[config.mk]
export PLATFORM = sky130hd
export DESIGN_NAME = inst_queue
export DESIGN_NICKNAME = d
export VERILOG_FILES = /design/src/rtl/inst_queue.sv
export SDC_FILE = /design/constraint.sdc
export NUM_CORES = 1
export LEC_CHECK = 0
export ABC_CLOCK_PERIOD_IN_PS = 5400
export CORE_ASPECT_RATIO = 1.2
export CORE_UTILIZATION = 50
export DETAILED_ROUTE_END_ITERATION = 8
export PLACE_DENSITY = 0.67
export SLEW_MARGIN = 40
export SYNTH_ARGS = -nofsm -noshare
export SYNTH_HDL_FRONTEND = slang
export SYNTH_SLANG_ARGS = --single-unit
[constraint.sdc]
create_clock -name clk_in -period 5.4 [get_ports clk_in]
set_clock_uncertainty 0.1 [all_clocks]
set_input_delay 1.08 -clock clk_in [delete_from_list [all_inputs] [get_ports clk_in]]
set_output_delay 1.08 -clock clk_in [all_outputs]
set_load 0.03 [all_outputs]
[src/rtl/inst_queue.sv]
// inst_queue: circular FIFO of {inst, pc} entries between instruction fetch and decode, flushable by the ROB
module inst_queue #(
  parameter int QueueSize = 16,
  parameter int IDWidth = 32,
  parameter int AddressWidth = 32
) (
  input  logic                    clk_in,
  input  logic                    rst_in,
  input  logic                    rdy_in,
  input  logic                    rob_instqueue_rst_in,
  input  logic                    if_instqueue_en_in,
  input  logic [IDWidth-1:0]      if_instqueue_inst_in,
  input  logic [AddressWidth-1:0] if_instqueue_pc_in,
  output logic                    instqueue_if_rdy_out,
  output logic                    instqueue_decoder_en_out,
  output logic [IDWidth-1:0]      instqueue_decoder_inst_out,
  output logic [AddressWidth-1:0] instqueue_decoder_pc_out,
  input  logic                    decoder_instqueue_rdy_in
);
  localparam int PW = $clog2(QueueSize);
  localparam logic [PW:0] Full = (PW+1)'(QueueSize);
  logic [IDWidth-1:0] inst_mem [QueueSize];
  logic [AddressWidth-1:0] pc_mem [QueueSize];
  logic [PW-1:0] head, tail;
  logic [PW:0] count;
  logic push, pop;
  always_comb begin
    instqueue_if_rdy_out = count != Full;
    instqueue_decoder_en_out = count != '0;
    instqueue_decoder_inst_out = instqueue_decoder_en_out ? inst_mem[head] : '0;
    instqueue_decoder_pc_out = instqueue_decoder_en_out ? pc_mem[head] : '0;
    push = rdy_in && if_instqueue_en_in && instqueue_if_rdy_out && !rob_instqueue_rst_in;
    pop = rdy_in && instqueue_decoder_en_out && decoder_instqueue_rdy_in && !rob_instqueue_rst_in;
  end
  // pointers wrap through natural PW-bit overflow since QueueSize is a power of two
  always_ff @(posedge clk_in or posedge rst_in) begin
    if (rst_in) begin
      head <= '0;
      tail <= '0;
      count <= '0;
    end else if (rdy_in && rob_instqueue_rst_in) begin
      head <= '0;
      tail <= '0;
      count <= '0;
    end else begin
      if (push) tail <= tail + PW'(1);
      if (pop) head <= head + PW'(1);
      count <= count + {{PW{1'b0}}, push} - {{PW{1'b0}}, pop};
    end
  end
  always_ff @(posedge clk_in) begin
    if (push) begin
      inst_mem[tail] <= if_instqueue_inst_in;
      pc_mem[tail] <= if_instqueue_pc_in;
    end
  end
endmodule

==> key figures <==
Worst setup path
  – R2R Setup Slk: 1.57 ns
  – R2R depth: 15
  – Critical Path Source: head[2]
  – R2r startpoint: count[2]
  – Crit Reg-Reg Endpoint: count[4]
  – Crit path DAT: 3.77 ns
  – WS Path Type: reg -> out
  – WP data required: 4.22 ns
  – Crit path launch type: flop
  – Worst Setup End Kind: output pin
  – Crit path max fanout: 50

STA
  – RSZ-0062 raised after global routing: no
  – Final hold viol count: 0
  – Crit share post-route: 91.6%
  – Final Setup Violations: 0
  – Worst-margin pin slew: 0.846 ns
  – Setup TNS: 0 ns
  – Setup slack after layout: 0.451 ns
  – Slew margin rel.: 43.6%
  – Min cycle time layout: 4.95 ns
  – Final hold slack: 0.509 ns
  – Final slew viol count: 0
  – Fmax: 202 MHz

Worst hold path
  – Hold crit path type: reg -> reg
  – Hold_sp: tail[0]
  – Hold path depth: 1
  – Hold Path Sink: tail[0]

Cells and area
  – Most frequent cells in the layout: 1024 x edfxtp_1, 256 x mux4_2, 135 x clkdlybuf4s50_1
  – Final net count: 2006
  – Final Instance Count excl. Fillers: 3035
  – Design area: 0.0459 mm²
  – Layout cells sized above 1: 23.1%
  – Final Util: 58.0%
  – Commonest non-fill, non-tap cell in the layout: edfxtp_1
  – Area Growth Syn to Fin: 14.7%

GRT
  – Initial antenna violation count: 5
  – Vias in the first global route: 19500
  – Total gr overflow: 0
  – Largest net degree at the start of global routing: 73
  – GRT Total Usage: 21.4%
  – First-pass GRT wire length: 127 mm

Yosys
  – #FFs+latches synth: 1037
  – Syn_nets: 1821
  – Post-synth ARST share: 1.25%
  – Sequential area share after synthesis: 77.6%
  – Cell variety after synth: 34
  – Ys flop type: edfxtp_1
  – Area of the mapped netlist: 0.0401 mm²
  – Post-synthesis cell count: 1739
  – Number of flops mapped to enable cells by yosys: 1024
  – Synth Warn #: 0
  – Syn Area/Cell: 23.0 µm²

Die
  – Die height: 312 µm
  – I/O pins: 136
  – Die ar.: 0.0812 mm²
  – Core area: 0.0792 mm²
  – Initial Utilization: 50.6%
  – Rows: 113
  – Die width: 260 µm

Clock tree
  – CTS tree: yes
  – Post-CTS Resized: 0
  – CTS Buf Count: 98
  – Clk buf depth: 3
  – Hold_buf cts: 0
  – Clock Pin Slew Worst Setup and Hold Paths: 0.06 ns
  – H-tree depth: 3
  – CTS Sinks: 1037
  – Post-CTS Setup Bufs: 0
  – Clock Latency Late Sink: 0.66 ns
  – Clock Root Buffer: clkbuf_16

Status
  – Status: finished, final reports clean

Power and ir drop
  – Max VDD drop: 0.000275 V
  – P per Cell Area: 421 mW/mm²
  – Leakage Power: 13.9 nW
  – Tot Pwr: 19.4 mW

Flow run
  – Max Cap Viol: 0

Route
  – Vias per cell: 6.07
  – DRC viols: 0
  – DR iter-0 viols: 1530
  – Final antenna-violating net count: 0
  – First-pass DRT Iterations: 5
  – WL/cell: 28.1 µm
  – DR vias: 18400
  – Routed WL: 85.2 mm

Place
  – Placed Area: 0.0429 mm²
  – Hpwl dp: 44.8 mm
  – GPL Wtd Cong: 0.748
  – DP Cell Count: 2859
  – DP Worst Slack: 1.06 ns
  – Port Buf Inserts: 135
[cells by family after synthesis]
logic type,synth area share [%]
flops,77.6
xor+xnor,0.0437
mux,16.1
buf+inv,1.66
simple gates,1.68
fa+ha+maj,0.394
compound gates,2.52
[state kept, by name (all words and copies together) (netlist names)]
register	count
tail	4
head	4
inst_mem	512
pc_mem	512
count	5
[worst max path at each step]
| stage | to | slack [ns] | depth (start not counted) |
|---|---|---|---|
| floorplan | inst_mem[10][0] | 1.43 | 6 |
| global placement | instqueue_decoder_pc_out[12] | 1.12 | 7 |
| detailed placement | instqueue_decoder_pc_out[12] | 1.06 | 7 |
| CTS | instqueue_decoder_pc_out[12] | 0.34 | 7 |
| global route | instqueue_decoder_pc_out[12] | 0.23 | 7 |
| finish | instqueue_decoder_pc_out[12] | 0.45 | 7 |
[cell type report]
type | instances | area [µm²]
diodes | 3 | 7.51
clock buffers | 123 | 2580
clock inverters | 50 | 474
fillers | 5695 | 33200
inverters | 13 | 48.8
multi-input cells | 585 | 8360
flip-flops and latches | 1037 | 31100
well taps | 1035 | 1290
repair buffers | 189 | 2080
[cells in the mapped netlist (3+ instances only)]
| cell type | n | share of area [%] |
|---|---|---|
| and4_1 | 4 | 0.087 |
| inv_1 | 13 | 0.12 |
| a211oi_1 | 126 | 2.4 |
| mux2i_1 | 69 | 1.7 |
| nand2_1 | 11 | 0.10 |
| buf_6 | 16 | 0.45 |
| nor3b_1 | 3 | 0.056 |
| clkbuf_1 | 36 | 0.34 |
| mux4_2 | 256 | 14 |
| buf_4 | 19 | 0.36 |
| and2_1 | 14 | 0.22 |
| ha_1 | 11 | 0.34 |
| nor2b_1 | 66 | 1.0 |
| buf_1 | 6 | 0.056 |
| buf_2 | 26 | 0.32 |
| dfrtp_1 | 13 | 0.81 |
| o21ai_0 | 3 | 0.037 |
| edfxtp_1 | 1024 | 77 |
[critical path, cell delays in order, from the launching register on]
cell and delay [ns]:
dfrtp_4 0.91, buf_12 0.32, buf_4 0.32, mux4_2 0.23
nor2b_1 0.13, a211oi_1 0.06, a211oi_1 0.37, clkdlybuf4s50_1 0.74
[power by group]
group / total (mW) / switching (mW) / internal (mW)
Combinational: 3.77 / 2.05 / 1.71
Sequential: 9.01 / 0.0672 / 8.95
Clock: 6.58 / 2.91 / 3.67
Total: 19.4 / 5.03 / 14.3
[routing by layer]
metal | GRT usage [%] | vias up | routed length [µm]
li1 | - | 7771 | -
met1 | 28.3 | 9977 | 33800
met2 | 37.0 | 545 | 45000
met3 | 2.80 | 122 | 4270
met4 | 7.04 | 2 | 2110
met5 | 0 | - | 14
No activity file was read; power rests on OpenSTA's default activity.
